$ cat src/rtl/cnt_cascade_ctrl_pkg.sv
// Shared types and widths for the two-stage counter cascade controller.
// Holds the FSM state enum, stage geometry and the load-value helper.
package cnt_ctrl_pkg;

  localparam int STAGE_W = 4;
  localparam int NSTAGE  = 2;
  localparam int CNT_W   = STAGE_W * NSTAGE;

  typedef enum logic [1:0] {
    IDLE = 2'd0,
    LOAD = 2'd1,
    RUN  = 2'd2,
    DONE = 2'd3
  } state_t;

  // Start value so that all-ones is reached after n+1 counts.
  function automatic logic [CNT_W-1:0] load_val(
    input logic [CNT_W-1:0] n
  );
    return {CNT_W{1'b1}} - n;
  endfunction

endpackage

$ cat src/rtl/cnt_cascade_ctrl_if.sv
// Control/status bundle for cnt_cascade_ctrl: start/stop/period(/reload) in,
// busy/tick/done/count out. reload exists only with CNT_CASCADE_AUTO_RELOAD_EN.
interface cnt_cascade_ctrl_if;
  import cnt_ctrl_pkg::*;

  logic             start;
  logic             stop;
  logic [CNT_W-1:0] period;
`ifdef CNT_CASCADE_AUTO_RELOAD_EN
  logic             reload;
`endif
  logic             busy;
  logic             tick;
  logic             done;
  logic [CNT_W-1:0] count;

`ifdef CNT_CASCADE_AUTO_RELOAD_EN
  modport master (
    output start, stop, period, reload,
    input  busy, tick, done, count
  );
  modport slave (
    input  start, stop, period, reload,
    output busy, tick, done, count
  );
`else
  modport master (
    output start, stop, period,
    input  busy, tick, done, count
  );
  modport slave (
    input  start, stop, period,
    output busy, tick, done, count
  );
`endif

endinterface

$ cat src/rtl/cnt_cascade_ctrl_cnt4_stage.sv
// 4-bit loadable up-counter: async clear, sync load over count, counts on
// ENP&ENT, RCO = all-ones gated by ENT. Ports: clk, rst_n, nload, enp, ent, din, q, rco.
module cnt4_stage
  import cnt_ctrl_pkg::*;
(
  input  logic               i_clk,
  input  logic               i_rst_n,
  input  logic               i_nload,
  input  logic               i_enp,
  input  logic               i_ent,
  input  logic [STAGE_W-1:0] i_din,
  output logic [STAGE_W-1:0] o_q,
  output logic               o_rco
);

  logic [STAGE_W-1:0] r_q;

  always_ff @(posedge i_clk or negedge i_rst_n) begin
    if (!i_rst_n)
      r_q <= '0;
    else if (!i_nload)
      r_q <= i_din;
    else if (i_enp && i_ent)
      r_q <= r_q + 1'b1;
  end

  assign o_q   = r_q;
  assign o_rco = (&r_q) & i_ent;

endmodule

$ cat src/rtl/cnt_cascade_ctrl.sv
// Sequences two cnt4_stage counters as an 8-bit interval timer (IDLE/LOAD/RUN/DONE).
// Ports: CLK, nCLR (async low), bus (slave). Option: CNT_CASCADE_AUTO_RELOAD_EN.
module cnt_cascade_ctrl
  import cnt_ctrl_pkg::*;
(
  input  logic              CLK,
  input  logic              nCLR,
  cnt_cascade_ctrl_if.slave bus
);

  state_t           r_state;
  state_t           w_next;
  logic [CNT_W-1:0] r_period;
  logic [CNT_W-1:0] w_din;
  logic [CNT_W-1:0] w_count;
  logic             w_nload;
  logic             w_enp;
  logic             w_ent_lo;
  logic             w_ent_hi;
  logic             w_rco_lo;
  logic             w_rco_hi;
  logic             w_full;
  logic             w_tick;
  logic             w_reload;
  logic             w_busy;
  logic             w_done;

`ifdef CNT_CASCADE_AUTO_RELOAD_EN
  assign w_reload = bus.reload;
`else
  assign w_reload = 1'b0;
`endif

  assign w_full = &w_count;

  always_ff @(posedge CLK or negedge nCLR) begin
    if (!nCLR) begin
      r_state  <= IDLE;
      r_period <= '0;
    end else begin
      r_state <= w_next;
      if (r_state == IDLE && bus.start && !bus.stop)
        r_period <= bus.period;
    end
  end

  always_comb begin
    w_next = r_state;
    unique case (r_state)
      IDLE: if (bus.start && !bus.stop) w_next = LOAD;
      LOAD: w_next = bus.stop ? IDLE : RUN;
      RUN: begin
        if (bus.stop)
          w_next = IDLE;
        else if (w_tick && !w_reload)
          w_next = DONE;
      end
      DONE:    w_next = IDLE;
      default: w_next = IDLE;
    endcase
  end

  // ENP drops at all-ones so the cascade holds instead of wrapping;
  // ENT stays up so the terminal RCO still ripples out as tick.
  always_comb begin
    w_nload  = 1'b1;
    w_enp    = 1'b0;
    w_ent_lo = 1'b0;
    w_din    = load_val(r_period);
    w_busy   = 1'b0;
    w_done   = 1'b0;
    unique case (r_state)
      IDLE: ;
      LOAD: begin
        w_busy = 1'b1;
        if (!bus.stop) w_nload = 1'b0;
      end
      RUN: begin
        w_busy = 1'b1;
        if (!bus.stop) begin
          w_ent_lo = 1'b1;
          w_enp    = !w_full;
          if (w_full && w_reload) w_nload = 1'b0;
        end
      end
      DONE:    w_done = 1'b1;
      default: ;
    endcase
  end

  assign w_ent_hi = w_rco_lo;
  assign w_tick   = w_rco_hi && (r_state == RUN);

  cnt4_stage u_lo (
    .i_clk   (CLK),
    .i_rst_n (nCLR),
    .i_nload (w_nload),
    .i_enp   (w_enp),
    .i_ent   (w_ent_lo),
    .i_din   (w_din[STAGE_W-1:0]),
    .o_q     (w_count[STAGE_W-1:0]),
    .o_rco   (w_rco_lo)
  );

  cnt4_stage u_hi (
    .i_clk   (CLK),
    .i_rst_n (nCLR),
    .i_nload (w_nload),
    .i_enp   (w_enp),
    .i_ent   (w_ent_hi),
    .i_din   (w_din[CNT_W-1:STAGE_W]),
    .o_q     (w_count[CNT_W-1:STAGE_W]),
    .o_rco   (w_rco_hi)
  );

  assign bus.busy  = w_busy;
  assign bus.tick  = w_tick;
  assign bus.done  = w_done;
  assign bus.count = w_count;

endmodule

$ cat src/flat_wrapper.sv
// flat-port wrapper written by rule: the top's interface ports become plain ports
module cnt_cascade_ctrl_flat import cnt_ctrl_pkg::*;
  (CLK, nCLR, bus_start, bus_stop, bus_period, bus_busy, bus_tick, bus_done, bus_count);
  cnt_cascade_ctrl_if bus_i ();
  input  logic CLK;
  input  logic nCLR;
  input wire logic [$bits(bus_i.start)-1:0] bus_start;
  input wire logic [$bits(bus_i.stop)-1:0] bus_stop;
  input wire logic [$bits(bus_i.period)-1:0] bus_period;
  output wire logic [$bits(bus_i.busy)-1:0] bus_busy;
  output wire logic [$bits(bus_i.tick)-1:0] bus_tick;
  output wire logic [$bits(bus_i.done)-1:0] bus_done;
  output wire logic [$bits(bus_i.count)-1:0] bus_count;
  assign bus_i.start = bus_start;
  assign bus_i.stop = bus_stop;
  assign bus_i.period = bus_period;
  assign bus_busy = bus_i.busy;
  assign bus_tick = bus_i.tick;
  assign bus_done = bus_i.done;
  assign bus_count = bus_i.count;
  cnt_cascade_ctrl u_core (.CLK(CLK), .nCLR(nCLR), .bus(bus_i));
endmodule
$ cat config.mk
export PLATFORM = sky130hd
export DESIGN_NAME = cnt_cascade_ctrl_flat
export DESIGN_NICKNAME = d
export VERILOG_FILES = /design/src/rtl/cnt_cascade_ctrl_pkg.sv /design/src/rtl/cnt_cascade_ctrl_if.sv /design/src/rtl/cnt_cascade_ctrl_cnt4_stage.sv /design/src/rtl/cnt_cascade_ctrl.sv /design/src/flat_wrapper.sv
export SDC_FILE = /design/constraint.sdc
export NUM_CORES = 1
export LEC_CHECK = 0
export ABC_CLOCK_PERIOD_IN_PS = 2200
export BUFFER_PORTS_ARGS = -buffer_cell sky130_fd_sc_hd__buf_2
export CAP_MARGIN = 10
export CORE_MARGIN = 4
export CORE_UTILIZATION = 57
export DETAILED_ROUTE_END_ITERATION = 10
export PLACE_DENSITY = 0.88
export SKIP_CTS_REPAIR_TIMING = 1
export SLEW_MARGIN = 20
export SYNTH_ARGS = -nofsm -noshare
export SYNTH_HDL_FRONTEND = slang
export SYNTH_SLANG_ARGS = --single-unit
export TNS_END_PERCENT = 30
$ cat constraint.sdc
create_clock -name CLK -period 2.2 [get_ports CLK]
set_input_delay 0.11 -clock CLK [delete_from_list [all_inputs] [get_ports CLK]]
set_output_delay 0.11 -clock CLK [all_outputs]
set_load 0.05 [all_outputs]
== After elaboration in Yosys (flattened, before gate mapping) ==
Cells that the tools add are included.

* Bits in registers: 18
* Bits of input ports: 12
* Output and inout port bits: 11
* Word-level logic and storage cells: 47

* Add/subtract/negate cells: 3
* Equality and inequality tests: 7
* Muxes and demuxes: 17
* Bitwise operators: 2
* Reduce and logical (&&, ||, !) cells: 14

{| class="wikitable"
|+ Operator list
! kind !! number
|-
| two-way mux 4 bit || 4
|-
| adder 4 x 1 -> 4 bit (second input constant) || 2
|-
| two-way mux 1 bit || 8
|-
| two-way mux 2 bit || 4
|-
| one-hot mux 2 bit (4 select lines) || 1
|-
| AND reduction 4 bit || 2
|-
| AND reduction 8 bit || 1
|-
| subtractor 8 bit (first input constant) || 1
|-
| logical AND 1 bit || 6
|-
| equality test 2 bit (second input constant) || 2
|-
| != test 2 x 1 -> 1 bit (second input constant) || 2
|-
| != test 3 bit (second input constant) || 1
|-
| AND 1 bit || 2
|-
| equality test 2 x 1 -> 1 bit (second input constant) || 1
|-
| logical NOT 1 bit || 2
|-
| logical NOT 2 bit || 1
|-
| != test 2 bit (second input constant) || 1
|-
| AND reduction 2 bit || 1
|-
| OR reduction 2 bit || 1
|}

== Longest topological paths before layout ==
* Depth in word-level cells: 8
* Depth in mapped cells: 7
* Gate-level depth less buffers: 6

== Hierarchy ==
Synthesis repeated with hierarchy kept, for this count alone.

* Cell total of the unflattened synthesis: 93
* Area total of the unflattened synthesis: 991.0 um^2

{| class="wikitable"
|+ By module, submodules not included
! module !! instances !! cells an instance !! area each (um^2) !! seq. area each (um^2)
|-
| cnt_cascade_ctrl || 1 || 47 || 555.5 || 250.2
|-
| cnt4_stage || 2 || 23 || 217.7 || 100.1
|}

== Worst setup path after synthesis ==
OpenSTA, ideal clock, no wires.

* Path kind: register to register
* Start: reg u_core.u_lo.r_q[0], in the netlist u_core.u_lo.o_q[0]
* End: reg u_core.u_lo.r_q[0], in the netlist u_core.u_lo.o_q[0]
* Library setup time: 0.126 ns
* Data arrival time: 1.669 ns
* Required time: 2.074 ns
* Path slack: 0.405 ns
* Stages on the path, launching flop included: 6
* Buffers on the path: 0
* Clock period less this slack: 1.795 ns
* Path through: dfrtp_1 -> ha_1 -> nand3_4 -> o21ai_2 -> nor4_1 -> a311o_1

* Longest elaborated chain between the ends: 6
* Elaborated cells between the ends (all ways): 9
* Those cells by class: add/sub: 1; eq/ne: 1; mux: 4; reduce/logical: 3

{| class="wikitable"
|+ Ends and longest elaborated chain
! what !! RTL line !! text
|-
| from (decl) || cnt_cascade_ctrl_cnt4_stage.sv:16 || <nowiki>logic [STAGE_W-1:0] r_q;</nowiki>
|-
| from (signal assigned) || cnt_cascade_ctrl_cnt4_stage.sv:22 || <nowiki>r_q <= i_din;</nowiki>
|-
| from (signal assigned) || cnt_cascade_ctrl_cnt4_stage.sv:24 || <nowiki>r_q <= r_q + 1'b1;</nowiki>
|-
| AND reduction 8 bit || cnt_cascade_ctrl.sv:34 || <nowiki>assign w_full = &w_count;</nowiki>
|-
| logical NOT 1 bit || cnt_cascade_ctrl.sv:82 || <nowiki>w_enp = !w_full;</nowiki>
|-
| two-way mux 1 bit || cnt_cascade_ctrl.sv:80 || <nowiki>if (!bus.stop) begin</nowiki>
|-
| two-way mux 1 bit || cnt_cascade_ctrl.sv:72 || <nowiki>unique case (r_state)</nowiki>
|-
| logical AND 1 bit || cnt_cascade_ctrl_cnt4_stage.sv:23 || <nowiki>else if (i_enp && i_ent)</nowiki>
|-
| != test 2 x 1 -> 1 bit (no source line) || - ||
|}

Parallel ways exist; a longest one is shown, timed or not. The select of a mux whose other input is x is not followed.
A chain may end at the register's enable or synchronous reset.

== Worst setup path after layout ==
* Start: reg u_core.r_state[0]
* End: out bus_tick

* Longest elaborated chain between the ends: 5

{| class="wikitable"
|+ Ends and longest elaborated chain
! what !! RTL line !! text
|-
| from (decl) || cnt_cascade_ctrl.sv:11 || <nowiki>state_t r_state;</nowiki>
|-
| from (signal assigned) || cnt_cascade_ctrl.sv:41 || <nowiki>r_state <= w_next;</nowiki>
|-
| equality test 2 bit * || cnt_cascade_ctrl.sv:72, cnt_cascade_ctrl.sv:92 ||
|-
| two-way mux 1 bit || cnt_cascade_ctrl.sv:72 ||
|-
| AND 1 bit (2 in a row) || cnt_cascade_ctrl_cnt4_stage.sv:28 || <nowiki>assign o_rco = (&r_q) & i_ent;</nowiki>
|-
| logical AND 1 bit * || cnt_cascade_ctrl.sv:92 || <nowiki>assign w_tick = w_rco_hi && (r_state == RUN);</nowiki>
|-
| to (decl) || flat_wrapper.sv:11 || <nowiki>output wire logic [$bits(bus_i.tick)-1:0] bus_tick;</nowiki>
|}

Every way passes the cells marked *; elsewhere a longest branch is shown, timed or not.

==> results.cfg <==
[status]
outcome = complete, no violations

[timing]
max_slew_margin_pct = 68.79
fin_crit_sh_pct = 87.66
slew_viol_final = 0
fin_ws_ns = 0.2714
hold_viol = 0
final-setup-viol-count = 0
worst_slew_pin_slew_ns = 0.4667
rsz0062_at_grt = false
setup_tns_ns = 0
fin_skew_ns = 0.001723
layout_min_cycle_time_ns = 1.929
max_freq_ghz = 0.5185
whs_ns = 0.02852

[placed_design]
gp_congestion = 0.7480
dp.cells = 139
dpl_worst_slack_ns = 0.5123
hpwl_mm = 1.507
io_buffers = 22

[die]
coreArea_um2 = 1745
dieWidth_um = 51.35
row_count = 15
num_io_pins = 23
initial_utilization_pct = 61.36
die_area_um2 = 2636
die_y_um = 51.35

[setup_path]
cpMostUsedCell = inv_1
slowest_delay_ns = 0.42
crit_family = buffers and inverters
cp_slowest_cell = dfrtp_1
worstSetupStartpointType = register
cp.required_ns = 2.09
crit_arrival_ns = 1.82
path_cells = inv_1 -> ha_1 -> and2b_4 -> nand3_1 -> inv_1 -> buf_2
worstSetupPathType = reg -> out
endpoint_kind = output pin
crit_buf_inv = 3
cp_max_fo = 5

[logic_synthesis]
synth_cells = 95
syn_area_um2 = 1071
synth.top_cell.area_share_pct = 42.06
synth.distinct_cells = 34
yosys_warnings = 0
synth_area_leaders = dfrtp_1 42%, mux2_2 8.4%, ha_1 8.2%
avgSynthCellArea_um2 = 11.27
ys_ff_latch = 18
synth_seq_area_share_pct = 42.06
syn_nets = 114
yosysTopAreaCell = dfrtp_1

[layout]
antenna_cells = 0
area_delta_synth_final_pct = 16.12
drive_gt1_share_pct = 36.13
final_cells = 144
fill_cells = 138
most-common-layout-cells = 22 x buf_2, 18 x dfrtp_1, 8 x mux2_2, 8 x a21oi_1, 7 x ha_1
final_common_cell = buf_2
nets = 139

[drt]
vias = 817
drt-total-wl_mm = 2.021
antenna_left = 0
drc = 0
drtIter0Drc = 15
firstDrtPassIters = 4
wl_per_cell_um = 14.03
vias_per_cell = 5.674

[power_and_ir_drop]
power_uw = 1904
p_leak_uw = 0.0005851
ir_worst_vdd_mv = 1.011
p_per_area_nw_per_um2 = 1531

[cts]
cts_sinks = 18
clk_latency_ns = 0.30
clkSlewWorstSetupHoldPaths_ns = 0.10
cts.path.max_buffers = 2
cts_tree = built
htree_levels = 1
cts_buffers = 3
cts-root-buf = clkbuf_4

[min_path]
hp-class = in -> reg

[global_route]
antenna_found_initial = 0
grt.total_usage_pct = 17.82
grt_pass1_vias = 750
grt.overflow.total = 0
grt_pass1_wl_mm = 3.394
grt_max_degree = 19

[flow_run]
maxCapViolCount = 0
## sequential cells by signal (all words and copies together), names as in the netlist
signal / count
u_core.r_period: 8
u_core.r_state: 2
u_core.u_hi.o_q: 4
u_core.u_lo.o_q: 4
## per-layer routing
metal  up-vias  global-route usage, %  wire, um
met5         -                      0         0
met4         0                  10.48        50
met3         6                  2.624        92
met2        21                  30.47       993
met1       394                  21.08       885
li1        396                      -         -
## synth_stat cells
cell,instances
a21o_1,1
a21oi_1,8
a311o_1,1
a31o_1,1
a31oi_1,1
and2b_4,1
and3_1,1
and3_4,1
and4bb_1,2
buf_2,3
dfrtp_1,18
ha_1,7
inv_1,5
mux2_2,8
mux2i_1,5
nand2_1,6
nand2b_1,2
nand2b_4,1
nand3_1,3
nand3_4,1
nand3b_1,1
nand4_1,1
nor2b_1,1
nor3_2,1
nor3b_1,1
nor4_1,1
nor4_4,1
o21ai_0,4
o21ai_1,1
o21ai_2,2
o22ai_1,1
o31ai_2,1
o41ai_1,1
xnor2_1,2
## power breakdown
group | internal [uW] | switching (uW)
combinational | 356 | 683
sequential | 497 | 161
clock | 101 | 105
## area by class of cell
cell class,instances,area [um2],share of cell area [%]
clock buffers,4,36.28,2.918
repair buffers,23,120.1,9.658
flip-flops and latches,18,450.4,36.22
inverters,5,18.77,1.509
multi-input cells,69,586.8,47.18
well taps,25,31.28,2.515
## per-stage QoR
stage | area (um2) | util, %
2_1_floorplan | 1071 | -
3_3_place_gp | 1197 | 68.60
3_5_place_dp | 1197 | 68.60
4_1_cts | 1234 | 70.68
5_1_grt | 1244 | 71.25
6_report | 1244 | 71.25
## path summary, 6_finish.rpt
check | to | start | slack, ns | cells past startpoint
worst min register to register | u_core.u_hi.o_q[1]$_DFFE_PN0P_ | u_core.r_period[5]$_DFFE_PN0P_ | 0.45 | 1
worst min-delay path | u_core.r_period[1]$_DFFE_PN0P_ | bus_period[1] | 0.03 | 2
worst max register to register | u_core.u_lo.o_q[3]$_DFFE_PN0P_ | u_core.r_state[0]$_DFFE_PN0P_ | 0.50 | 6
worst max-delay path | bus_tick | u_core.r_state[0]$_DFFE_PN0P_ | 0.27 | 6
max in group asynchronous | u_core.u_hi.o_q[1]$_DFFE_PN0P_ | nCLR | 1.67 | 2
min in group asynchronous | u_core.u_lo.o_q[3]$_DFFE_PN0P_ | nCLR | 0.25 | 2
## kinds of logic (layout without fill, tap and decap cells)
family / after synthesis / count (layout) / synth area share, %
compound gates: 22 / 22 / 13.32
xor+xnor: 2 / 2 / 1.636
fa+ha+maj: 7 / 7 / 8.177
buf+inv: 8 / 32 / 3.154
flops: 18 / 18 / 42.06
mux: 13 / 13 / 13.08
simple gates: 25 / 25 / 18.58
Power figures use the tool's default switching activity.
